===== src/rtl/ps2_pkg.sv =====
// rtl/ps2_pkg.sv - PS/2 receiver shared types and scan-code prefixes
package ps2_pkg;

    typedef enum logic [1:0] {
        ST_IDLE   = 2'd0,
        ST_DATA   = 2'd1,
        ST_PARITY = 2'd2,
        ST_STOP   = 2'd3
    } ps2_state_t;

    localparam logic [7:0] PS2_BREAK = 8'hF0;
    localparam logic [7:0] PS2_EXT   = 8'hE0;

endpackage


===== src/rtl/ps2_sync_filter.sv =====
// rtl/ps2_sync_filter.sv - 2-flop synchronizer with optional PS2_RX_GLITCH_FILTER_EN glitch filter (din in, dout out)
module ps2_sync_filter #(
    parameter int FILTER_LEN = 8
) (
    input  logic sys_clk,
    input  logic reset,
    input  logic din,
    output logic dout
);

    logic [1:0] sync_q;

    // Idle PS/2 lines float high, so the synchronizer resets to 1.
    always_ff @(posedge sys_clk or posedge reset) begin
        if (reset) begin
            sync_q <= 2'b11;
        end else begin
            sync_q <= {sync_q[0], din};
        end
    end

`ifdef PS2_RX_GLITCH_FILTER_EN
    localparam int CW = $clog2(FILTER_LEN + 1);

    logic [CW-1:0] cnt_q;
    logic          filt_q;

    // The output flips on the FILTER_LEN-th consecutive sample that
    // disagrees with it; any agreeing sample restarts the run.
    always_ff @(posedge sys_clk or posedge reset) begin
        if (reset) begin
            cnt_q  <= '0;
            filt_q <= 1'b1;
        end else if (sync_q[1] == filt_q) begin
            cnt_q <= '0;
        end else if (cnt_q == CW'(FILTER_LEN - 1)) begin
            filt_q <= sync_q[1];
            cnt_q  <= '0;
        end else begin
            cnt_q <= cnt_q + 1'b1;
        end
    end

    assign dout = filt_q;
`else
    assign dout = sync_q[1];
`endif

endmodule


===== src/rtl/ps2_rx_ctrl.sv =====
// rtl/ps2_rx_ctrl.sv - PS/2 keyboard frame receiver and scan-code decoder (optional PS2_RX_GLITCH_FILTER_EN)
module ps2_rx_ctrl
    import ps2_pkg::*;
#(
    parameter int FILTER_LEN  = 8,
    parameter int TIMEOUT_CYC = 10000
) (
    input  logic       sys_clk,
    input  logic       reset,
    input  logic       kb_clk,
    input  logic       kb_data,
    output logic [7:0] key_code,
    output logic       key_valid,
    input  logic       key_ready,
    output logic       key_break,
    output logic       key_ext,
    output logic       err_parity,
    output logic       overrun
);

    localparam int TW = $clog2(TIMEOUT_CYC + 1);

    logic          kb_clk_c;
    logic          kb_data_c;
    logic          kb_clk_prev_q;
    logic          fall;

    ps2_state_t    state_q;
    ps2_state_t    state_d;
    logic [2:0]    bit_cnt_q;
    logic [7:0]    sreg_q;
    logic          parity_q;
    logic [TW-1:0] tmo_cnt_q;
    logic          break_pend_q;
    logic          ext_pend_q;

    logic          frame_done;
    logic          frame_good;
    logic          frame_bad;
    logic          tmo_hit;
    logic          key_load;

    ps2_sync_filter #(.FILTER_LEN(FILTER_LEN)) u_clk_filt (
        .sys_clk (sys_clk),
        .reset   (reset),
        .din     (kb_clk),
        .dout    (kb_clk_c)
    );

    ps2_sync_filter #(.FILTER_LEN(FILTER_LEN)) u_data_filt (
        .sys_clk (sys_clk),
        .reset   (reset),
        .din     (kb_data),
        .dout    (kb_data_c)
    );

    always_ff @(posedge sys_clk or posedge reset) begin
        if (reset) begin
            kb_clk_prev_q <= 1'b1;
        end else begin
            kb_clk_prev_q <= kb_clk_c;
        end
    end

    assign fall = kb_clk_prev_q & ~kb_clk_c;

    always_ff @(posedge sys_clk or posedge reset) begin
        if (reset) begin
            state_q <= ST_IDLE;
        end else begin
            state_q <= state_d;
        end
    end

    always_comb begin
        state_d    = state_q;
        frame_done = 1'b0;
        tmo_hit    = (state_q != ST_IDLE) && !fall && (tmo_cnt_q == TW'(TIMEOUT_CYC - 1));
        case (state_q)
            ST_IDLE: begin
                if (fall && !kb_data_c) begin
                    state_d = ST_DATA;
                end
            end
            ST_DATA: begin
                if (fall && (bit_cnt_q == 3'd7)) begin
                    state_d = ST_PARITY;
                end
            end
            ST_PARITY: begin
                if (fall) begin
                    state_d = ST_STOP;
                end
            end
            ST_STOP: begin
                if (fall) begin
                    state_d    = ST_IDLE;
                    frame_done = 1'b1;
                end
            end
            default: state_d = ST_IDLE;
        endcase
        if (tmo_hit) begin
            state_d = ST_IDLE;
        end
    end

    // Odd parity: data bits and parity bit together hold an odd count of ones.
    assign frame_good = frame_done && kb_data_c && (^{sreg_q, parity_q});
    assign frame_bad  = frame_done && !frame_good;
    assign key_load   = frame_good && (sreg_q != PS2_BREAK) && (sreg_q != PS2_EXT);

    always_ff @(posedge sys_clk or posedge reset) begin
        if (reset) begin
            bit_cnt_q <= '0;
            sreg_q    <= '0;
            parity_q  <= 1'b0;
            tmo_cnt_q <= '0;
        end else begin
            if (state_q != ST_DATA) begin
                bit_cnt_q <= '0;
            end else if (fall) begin
                bit_cnt_q <= bit_cnt_q + 1'b1;
            end

            if ((state_q == ST_DATA) && fall) begin
                sreg_q <= {kb_data_c, sreg_q[7:1]};
            end

            if ((state_q == ST_PARITY) && fall) begin
                parity_q <= kb_data_c;
            end

            if ((state_q == ST_IDLE) || fall || tmo_hit) begin
                tmo_cnt_q <= '0;
            end else begin
                tmo_cnt_q <= tmo_cnt_q + 1'b1;
            end
        end
    end

    always_ff @(posedge sys_clk or posedge reset) begin
        if (reset) begin
            break_pend_q <= 1'b0;
            ext_pend_q   <= 1'b0;
        end else if (frame_bad || key_load) begin
            break_pend_q <= 1'b0;
            ext_pend_q   <= 1'b0;
        end else if (frame_good) begin
            if (sreg_q == PS2_BREAK) begin
                break_pend_q <= 1'b1;
            end
            if (sreg_q == PS2_EXT) begin
                ext_pend_q <= 1'b1;
            end
        end
    end

    // One-deep output register; a same-cycle handshake frees the slot so a
    // new key can load straight in behind the departing one.
    always_ff @(posedge sys_clk or posedge reset) begin
        if (reset) begin
            key_code   <= '0;
            key_valid  <= 1'b0;
            key_break  <= 1'b0;
            key_ext    <= 1'b0;
            err_parity <= 1'b0;
            overrun    <= 1'b0;
        end else begin
            err_parity <= frame_bad;
            overrun    <= 1'b0;
            if (key_load) begin
                if (!key_valid || key_ready) begin
                    key_code  <= sreg_q;
                    key_break <= break_pend_q;
                    key_ext   <= ext_pend_q;
                    key_valid <= 1'b1;
                end else begin
                    overrun <= 1'b1;
                end
            end else if (key_valid && key_ready) begin
                key_valid <= 1'b0;
            end
        end
    end

endmodule


===== config.mk =====
export PLATFORM = sky130hd
export DESIGN_NAME = ps2_rx_ctrl
export DESIGN_NICKNAME = d
export VERILOG_FILES = /design/src/rtl/ps2_pkg.sv /design/src/rtl/ps2_sync_filter.sv /design/src/rtl/ps2_rx_ctrl.sv
export SDC_FILE = /design/constraint.sdc
export NUM_CORES = 1
export LEC_CHECK = 0
export CAP_MARGIN = 20
export CORE_ASPECT_RATIO = 1.4
export CORE_MARGIN = 8
export CORE_UTILIZATION = 50
export DETAILED_ROUTE_END_ITERATION = 10
export DONT_BUFFER_PORTS = 1
export GPL_TIMING_DRIVEN = 0
export PLACE_DENSITY_LB_ADDON = 0.08
export SKIP_CTS_REPAIR_TIMING = 1
export SYNTH_ARGS = -nofsm -noshare
export SYNTH_HDL_FRONTEND = slang
export SYNTH_SLANG_ARGS = --single-unit

===== constraint.sdc =====
create_clock -name sys_clk -period 5.4 [get_ports sys_clk]
set_input_delay 1.08 -clock sys_clk [delete_from_list [all_inputs] [get_ports sys_clk]]
set_output_delay 1.08 -clock sys_clk [all_outputs]
set_load 0.02 [all_outputs]

Word-level counts from Yosys, hierarchy flattened
Index checks and enable logic that the tools add are counted.

Add/subtract/negate cells: 2. Equal/unequal tests: 15. Muxes and demuxes: 22. Bitwise gates (word level): 2. Reductions and logical operators: 33.

Operators with widths (number): $eq A8 B8 Y1 const B (2); $ne A8 B8 Y1 const B (2); $add A14 B1 Y14 const B (1); $eq A14 B14 Y1 const B (1); $mux W14 (1); $mux W1 (13); $logic_and A1 B1 Y1 (12); $ne A3 B3 Y1 const B (4); $reduce_bool A2 Y1 (6); $mux W2 (5); $reduce_xor A9 Y1 (1); $pmux W2 S4 (1); $reduce_and A2 Y1 (4); $mux W3 (2); $eq A2 B2 Y1 const B (2); $logic_not A1 Y1 (4); $logic_or A1 B1 Y1 (4); $ne A2 B1 Y1 const B (2); $reduce_and A4 Y1 (1); $add A3 B1 Y3 const B (1); $eq A3 B3 Y1 const B (1); $eq A2 B1 Y1 const B (1); $logic_not A2 Y1 (1); $and A1 B1 Y1 (1); $not A1 Y1 (1).

Register bits: 48. Input port bits: 5. Output and inout port bits: 13. Word-level logic and storage cells: 90.

Depth between registers and ports, before layout
Depth in word-level cells: 11. Mapped depth: 7. Gate-level depth less buffers: 7.

Cells and area by module
Synthesis repeated with hierarchy kept, for this count alone.

Cells, all modules: 182. Area total of the unflattened synthesis: 2169.6 µm².

Modules (own cells, without submodules): ps2_rx_ctrl (instances 1, cells an instance 176, area each 2057.0 µm², seq. area each 1102.3 µm²); ps2_sync_filter (instances 2, cells an instance 3, area each 56.3 µm², seq. area each 52.6 µm²).

Worst setup path before layout
No wires, ideal clock.

Kind: in2reg. Start: input key_ready. End: register key_break. Library setup time: 125 ps. Arrival: 1769 ps. Required time: 5275 ps. Path slack: 3506 ps. Stages: 3. Buffers on the path: 0. Cell sequence: nand2b_1 > nand4_4 > mux2_2.

Word-level cells in the longest chain between the ends: 2.

RTL lines: start, declared (line ps2_rx_ctrl.sv:14) `input logic key_ready,`; $logic_or A1 B1 Y1 (line ps2_rx_ctrl.sv:173) `if (!key_valid || key_ready) begin`; $reduce_and A2 Y1 (no line); end signal, assigned (line ps2_rx_ctrl.sv:175) `key_break <= break_pend_q;`; end, declared (line ps2_rx_ctrl.sv:15) `output logic key_break,`.

No other way between the ends. A chain may end at the register's enable or synchronous reset.

Worst setup path after layout
Start: register tmo_cnt_q[5]. End: register tmo_cnt_q[5].

Word-level cells in the longest chain between the ends: 4. Elaborated cells between the ends (all ways): 5. Classes of those cells: add/sub (1); eq/ne (1); mux (1); reduce/logical (2).

RTL lines: start, declared (line ps2_rx_ctrl.sv:33) `logic [TW-1:0] tmo_cnt_q;`; start signal, assigned (line ps2_rx_ctrl.sv:137) `tmo_cnt_q <= tmo_cnt_q + 1'b1;`; parallel branches: the longest is 3 deep, another holds $add A14 B1 Y14; $mux W14 (*) (line ps2_rx_ctrl.sv:134) `if ((state_q == ST_IDLE) || fall || tmo_hit) begin`.

Mark *: on every way between the ends.

==> impl_metrics.env <==
export IMPL_status="complete, no violations"
export IMPL_stdcell_count=231
export IMPL_clkSinkCount=48
export IMPL_switchingPower_mw=0.3871
export IMPL_crit_path_end_kind="flip-flop"
export IMPL_synth_net_count=190
export IMPL_rows=28
export IMPL_worst_pin_slew_ps=517.3
export IMPL_routedWlPerCell_um=15.87
export IMPL_routed_wl_mm=3.667
export IMPL_dr_first_iter_drc_count=47
export IMPL_power_total_mw=1.093
export IMPL_syn_to_final_growth_pct=8.105
export IMPL_intPower_mw=0.7058
export IMPL_cts_buffers=5
export IMPL_dpl_hpwl_mm=2.657
export IMPL_portBuffers=0
export IMPL_setup_tns_ps=0
export IMPL_dp_cells=223
export IMPL_dpl_worst_slack_ps=3279
export IMPL_fill_cells=351
export IMPL_max_freq_mhz=471.8
export IMPL_vdd_drop_max_mv=0.2264
export IMPL_drt_antenna_violating_nets=0
export IMPL_combPwrFrac_pct=32.1
export IMPL_powerDensity_mw_per_mm2=471.1
export IMPL_swShare_pct=35.42
export IMPL_yosysSeqAreaShare_pct=56.27
export IMPL_whs_ps=355.7
export IMPL_final_nets=198
export IMPL_p_clk_share_pct=20.6
export IMPL_grt_setup_unrepaired="no"
export IMPL_finalClockSkew_ps=5.909
export IMPL_grt_start_max_net_pins=40
export IMPL_timing_hold_violations_final=0
export IMPL_synth_cell_type_count=34
export IMPL_required_ps=5590
export IMPL_startpoint="tmo_cnt_q[5]"
export IMPL_final_cell_mix="dfrtp_1, nor2_1, mux2_2, nand2_1, xnor2_1"
export IMPL_crit_type="flip-flop to flip-flop"
export IMPL_slew_violations=0
export IMPL_core_mm2=0.004169
export IMPL_grt_antenna_before_repair=0
export IMPL_r2r_cells=5
export IMPL_layout_drive_gt1_share_pct=20.97
export IMPL_clock_latency_ps=300
export IMPL_rrSetupSlack_ps=3280
export IMPL_synth_ff_latch_count=48
export IMPL_dieWidth_um=71.37
export IMPL_worst_setup_path_start_kind="flip-flop"
export IMPL_grt_pass1_wl_mm=6.313
export IMPL_grt_util_all_layers_pct=11.88
export IMPL_cts_tree="done"
export IMPL_syn_area_mm2=0.002146
export IMPL_slew_headroom_pct=65.41
export IMPL_dieArea_mm2=0.006673
export IMPL_overflow=0
export IMPL_rr_endpoint="tmo_cnt_q[5]"
export IMPL_pin_count=18
export IMPL_die_y_um=93.51
export IMPL_htreeDepth=2
export IMPL_fin_crit_sh_pct=39.25
export IMPL_setup_ws_ps=3280
export IMPL_gp_congestion=0.8529
export IMPL_clkTransAtPathRegs_ps=90
export IMPL_netlist_instances=177
export IMPL_vias=1320
export IMPL_drc=0
export IMPL_final_util_pct=55.64
export IMPL_crit_end="tmo_cnt_q[5]"
export IMPL_p_leak_nw=1.078
export IMPL_finalInstanceArea_mm2=0.002320
export IMPL_cp_arrival_ps=2310
export IMPL_synth_avg_cell_area_um2=12.12
export IMPL_rr_startpoint="tmo_cnt_q[5]"
export IMPL_fin_crit_ps=2120
export IMPL_layout_commonest_cell="dfrtp_1"
export IMPL_firstDrtPassIters=4
export IMPL_yosys_warnings=0
export IMPL_start_util_pct=51.47
export IMPL_place_area_mm2=0.002222
export IMPL_grt_pass1_vias=1335
export IMPL_cts_buffer_depth=2
export IMPL_power_frac_seq_pct=47.3
export IMPL_root_buffer="clkbuf_8"
export IMPL_crit_path_max_fanout=10
export IMPL_setup_violations=0
export IMPL_hold_class="flip-flop to flip-flop"
export IMPL_drv_cap=0
export IMPL_via_per_inst=5.714
export IMPL_diodes=0
## sequential cells by signal, summed over array words and instances (netlist names), 2 cells and up
| register | count |
|---|---|
| key_code | 8 |
| sreg_q | 8 |
| tmo_cnt_q | 14 |
| u_clk_filt.sync_q | 2 |
| state_q | 2 |
| u_data_filt.sync_q | 2 |
| bit_cnt_q | 3 |
## power groups by stage
stage / Sequential (mW) / Combinational, mW / Clock (mW)
after CTS: 0.519 / 0.355 / 0.234
after global placement: 0.522 / 0.334 / 0
after floorplan: 0.505 / 0.301 / 0
after global routing: 0.530 / 0.388 / 0.243
after detailed placement: 0.526 / 0.352 / 0
final: 0.517 / 0.351 / 0.225
## cell type report
| type | count | area, um2 | share of cell area (%) |
|---|---|---|---|
| multi-input cells | 122 | 908.4 | 39.16 |
| well taps | 45 | 56.30 | 2.427 |
| flip-flops and latches | 48 | 1207 | 52.05 |
| clock inverters | 2 | 15.01 | 0.6473 |
| repair buffers | 1 | 20.02 | 0.8630 |
| inverters | 5 | 18.77 | 0.8091 |
| clock buffers | 6 | 82.58 | 3.560 |
| plain buffers | 2 | 11.26 | 0.4854 |
## logic make-up (layout without fill, tap and decap cells)
| logic type | after synthesis | in the layout | share of synthesized area [%] |
|---|---|---|---|
| adders and majority gates | 8 | 8 | 4.665 |
| DFF | 48 | 48 | 56.27 |
| AOI/OAI and AO/OA | 14 | 14 | 4.314 |
| and+or+nand+nor | 61 | 61 | 14.23 |
| buffers and inverters | 7 | 16 | 1.399 |
| muxes | 19 | 19 | 9.971 |
| xor gates and xnor gates | 20 | 20 | 9.155 |
## layer usage
| layer | vias up | global-route usage (%) | share of wire, % |
|---|---|---|---|
| li1 | 618 | - | - |
| met1 | 668 | 12.99 | 41 |
| met2 | 30 | 21.60 | 54 |
| met3 | 4 | 2.570 | 3.5 |
| met4 | 0 | 4.704 | 1.0 |
| met5 | - | 0 | 0 |
## synth_stat cells (all sizes together)
cell | instances | share of area (%)
mux2 | 19 | 10
and3 | 2 | 0.58
xor2 | 7 | 2.9
nand3 | 6 | 1.4
nand2b | 3 | 0.87
buf | 1 | 0.35
dfrtp | 43 | 50
and2 | 1 | 0.29
nand2 | 13 | 2.3
nor2 | 23 | 4.0
xnor3 | 1 | 1.0
xnor2 | 12 | 5.2
o32ai | 1 | 0.41
a211oi | 1 | 0.35
nor3 | 3 | 0.70
o21ai | 5 | 1.2
nor2b | 2 | 0.58
o211a | 1 | 0.47
a41oi | 1 | 0.41
or2 | 1 | 0.29
or4b | 2 | 0.93
clkbuf | 1 | 0.17
a21oi | 1 | 0.23
nor4 | 2 | 0.58
a31oi | 2 | 0.58
nand4 | 2 | 1.3
nand4b | 1 | 0.41
dfstp | 5 | 6.1
ha | 8 | 4.7
inv | 5 | 0.87
a21boi | 2 | 0.70
## worst max-delay path, stage by stage, from the launching register on
cell	delay, ps
dfrtp_1	430
or4b_2	680
nor4_1	370
nand2b_1	270
buf_4	210
nor2_1	60
## worst min-delay path by stage
stage | from | endpoint | slack (ps) | cells after the start
6_report | u_data_filt.sync_q[0] | u_data_filt.sync_q[1] | 360 | 0
4_1_cts | u_data_filt.sync_q[0] | u_data_filt.sync_q[1] | 360 | 0
5_1_grt | u_data_filt.sync_q[0] | u_data_filt.sync_q[1] | 360 | 0
2_1_floorplan | u_clk_filt.sync_q[0] | u_clk_filt.sync_q[1] | 350 | 0
3_5_place_dp | u_clk_filt.sync_q[0] | u_clk_filt.sync_q[1] | 350 | 0
3_3_place_gp | u_clk_filt.sync_q[0] | u_clk_filt.sync_q[1] | 350 | 0
(Power assumes the default switching activity.)
==> RTL change 1, RTL diff (same flow settings) <==
Encoding of `ps2_state_t`: now Gray code (2 bits for 4 states).
--- a/src/rtl/ps2_pkg.sv
+++ b/src/rtl/ps2_pkg.sv
@@ -4,6 +4,6 @@
     typedef enum logic [1:0] {
-        ST_IDLE   = 2'd0,
-        ST_DATA   = 2'd1,
-        ST_PARITY = 2'd2,
-        ST_STOP   = 2'd3
+        ST_IDLE   = 2'b00,
+        ST_DATA   = 2'b01,
+        ST_PARITY = 2'b11,
+        ST_STOP   = 2'b10
     } ps2_state_t;
Behaviour: no difference found for any inputs over 10 cycles, from zero or initial values and one cycle with reset high; not proved beyond that.
==> RTL change 1 against the original RTL <==
Total power shrank 21%; clock power shrank 5%; cell area shrank 4.7%; sequential cell count is the same; critical path depth grew 1; wire length shrank 12%; fmax grew 0.46%; combinational power shrank 39%; area after synthesis shrank 4.8%; non-clock buffer count grew 2; count of clock-buffer cells in the layout grew 1; die area shrank 3.9%; setup slack gained 0.0098 ns; critical path type unchanged; largest cell class unchanged; largest power group unchanged; highest routed layer unchanged.
==> RTL change 1: results <==
[critical_path]
slowest_delay_ns = 0.53
slowest_stage = dfstp_2
reg2reg_depth = 6
reg2reg_slack_ns = 3.29

[power]
leakage_nw = 1.03
pg_clk_mw = 0.213
combPwrFrac_pct = 25.0
p_sw_share_pct = 29.4
peakVddDrop_mv = 0.331

[synth]
yosys-top-cells-count = dfrtp_1 (43), nor2_1 (24), mux2_2 (19)
synth_cell_types = 30
synth.top_cells.by_area = dfrtp_1 (53%), mux2_2 (10%), dfstp_2 (6.4%)
yosysSeqAreaShare_pct = 59.1

[worst_hold_path]
hold_path.startpoint = u_clk_filt.sync_q[0]
holdPathEnd = u_clk_filt.sync_q[1]

[final_layout]
fill_cells = 349

[global_routing]
grt_pass1_vias = 1325
grt_first_pass_wirelength_mm = 5.81
grt_max_degree = 39

[timing]
whs_ns = 0.357
clock_skew_ns = 0.00664
tightestPinTransition_ns = 0.656

[routing]
wl_per_cell_um = 15.0

[status]
status = finished clean

[placed_design]
place.gp.congestion = 0.724
## RTL change 1: metrics by stage
step	instances	util, %	worst slack (ns)	cell area (sq um)	power [mW]
after floorplan	165	-	3.18	2040	0.621
after global placement	208	53.5	2.75	2100	0.654
after detailed placement	209	54.0	3.26	2120	0.659
after CTS	217	56.4	3.25	2210	0.878
after global routing	217	56.4	3.03	2210	0.909
final	217	56.4	3.29	2210	0.863
## RTL change 1: kinds of logic after synthesis
family                     synth area share (%)
AOI/OAI and AO/OA                          3.19
xor gates and xnor gates                   9.62
adders and majority gates                  1.84
buffers and inverters                      1.29
DFF                                        59.1
muxes                                      10.5
and+or+nand+nor                            14.5
## RTL change 1: how the worst max path moves through the flow
stage | to | slack [ns] | cells past startpoint | startpoint
2_1_floorplan | bit_cnt_q[0] | 3.18 | 1 | reset
3_3_place_gp | bit_cnt_q[0] | 2.75 | 1 | reset
3_5_place_dp | key_break | 3.26 | 6 | kb_clk_prev_q
4_1_cts | key_code[1] | 3.25 | 6 | kb_clk_prev_q
5_1_grt | tmo_cnt_q[7] | 3.03 | 7 | tmo_cnt_q[0]
6_report | key_break | 3.29 | 6 | kb_clk_prev_q
## RTL change 1: routing by layer
layer | GRT usage [%] | wire length (um)
met1 | 10.9 | 1290
met2 | 20.3 | 1760
met3 | 3.56 | 136
met4 | 4.54 | 55
met5 | 0 | 0
## RTL change 1: cell type report
type | count | area share [%]
repair buffers | 1 | 0.906
inverters | 3 | 0.510
plain buffers | 4 | 0.680
flip-flops and latches | 48 | 54.6
clock inverters | 1 | 0.340
well taps | 43 | 2.43
clock buffers | 7 | 3.91
multi-input cells | 110 | 36.6
==> RTL change 2, RTL diff (config.mk and constraints unchanged) <==
Without the edit above. Set the parameter `TIMEOUT_CYC` to 40000 (it was 10000).
--- a/src/rtl/ps2_rx_ctrl.sv
+++ b/src/rtl/ps2_rx_ctrl.sv
@@ -5,3 +5,3 @@
     parameter int FILTER_LEN  = 8,
-    parameter int TIMEOUT_CYC = 10000
+    parameter int TIMEOUT_CYC = 40000
 ) (
Behaviour: same outputs for any inputs over 10 cycles, from zero or initial values and one cycle with reset high; that may be too few to reach the edited logic, so the function may still have changed.
==> RTL change 2 against the original RTL <==
Setup slack better by 0.056 ns; combinational power increased by 2%; cell area is 5.1% higher; largest cell class unchanged; total power increased by 1.6%; core utilization down 0.55 points; wire length rose by 4.7%; sequential cell count increased by 2; area after synthesis is 4.7% higher; clock skew down 0.00090 ns.
==> RTL change 2: results <==
[power]
peakVddDrop_mv = 0.210
power_density_nw_per_um2 = 455
power_frac_seq_pct = 48.0
powerComb_mw = 0.357
p_int_mw = 0.715
leakage_nw = 1.13

[synth]
yosys_warnings = 0
yosys-top-cells-count = dfrtp_1 (45), nor2_1 (23), mux2_2 (19)
async_reset_ff_share_pct = 100
synth_ff_type = dfrtp_1
synth_cell_types = 32
yosysSeqAreaShare_pct = 56.0
synth_nets = 201
synth.top_cells.by_area = dfrtp_1 (50%), mux2_2 (9.5%), dfstp_2 (5.8%)

[cts]
clockBufferDepth = 2
h-tree-depth = 2
clock-root-buffer = clkbuf_8
clk_transition_reported_paths_ns = 0.09
cts_buffers = 5
insertion_delay_ns = 0.30

[timing]
clock_skew_ns = 0.00501
tightestPinTransition_ns = 0.634
slew_violations = 0

[critical_path]
critPathMaxFanout = 10

[global_routing]
grt_use_met2_pct = 23.2
grt_pass1_vias = 1483
antenna_found_initial = 0
grt_max_degree = 29
use_met3_pct = 3.79
use_met1_pct = 11.7
grt_usage_pct = 12.3
grt_first_pass_wirelength_mm = 6.69

[routing]
drt_first_pass_iters = 4
dr.first_iter.drc_count = 40
wl_per_cell_um = 14.8
viasPerCell = 5.42

[status]
status = finished clean

[final_layout]
antenna_cells = 0
multi_input_area_sq_um = 971
final_nets = 209
fill_cells = 416
reg_top3 = tmo_cnt_q (16), key_code (8), sreg_q (8)
drive_above_1_share_pct = 18.8

[placed_design]
placed_area_sq_um = 2340
portBuffers = 0
place.gp.congestion = 0.796
dp_hpwl_mm = 2.85

[worst_hold_path]
min_path_type = register to register
[RTL change 2: worst max-delay path, cell delays in order, from the launching register on]
cell	delay, ns
dfrtp_1	0.44
xnor2_1	0.17
xnor3_1	0.46
xnor2_2	0.29
nand4_4	0.26
mux2_2	0.34
[RTL change 2: path summary, 6_finish.rpt]
path,from,to,slack (ns),cells after the start
min in group asynchronous,reset,tmo_cnt_q[4],0.68,1
max in group asynchronous,reset,err_parity,4.20,2
min,u_clk_filt.sync_q[0],u_clk_filt.sync_q[1],0.36,0
max,sreg_q[2],key_code[4],3.34,5
max reg2reg,sreg_q[2],key_code[4],3.34,5
min reg2reg,u_clk_filt.sync_q[0],u_clk_filt.sync_q[1],0.36,0
[RTL change 2: per-layer routing]
| metal | part of all wire (%) | wire length, um |
|---|---|---|
| met1 | 38 | 1440 |
| met2 | 56 | 2160 |
| met3 | 3.9 | 151 |
| met4 | 2.1 | 82 |
| met5 | 0 | 0 |
[RTL change 2: logic make-up after synthesis]
logic type	Yosys count	synth area share (%)
mux	19	9.52
xor+xnor	22	9.52
flops	50	56.0
buf+inv	5	0.835
compound gates	13	3.73
simple gates	71	16.0
fa+ha+maj	8	4.45
[RTL change 2: final cells by class]
class                      count  area share, %
buffer                         2          0.308
tap                           62           3.18
clock buffer                   5           2.82
timing repair buffer           1          0.821
sequential                    50           51.6
inverter                       3          0.462
multi-input combinational    133           39.8
clock inverter                 3           1.03
[RTL change 2: metrics by stage]
| step | hold slack (ns) | instances | worst slack, ns |
|---|---|---|---|
| finish | 0.360 | 259 | 3.34 |
| global route | 0.367 | 259 | 3.21 |
| CTS | 0.361 | 259 | 3.28 |
| detailed placement | 0.347 | 251 | 3.30 |
| global placement | 0.346 | 250 | 2.68 |
| floorplan | 0.345 | 188 | 3.13 |
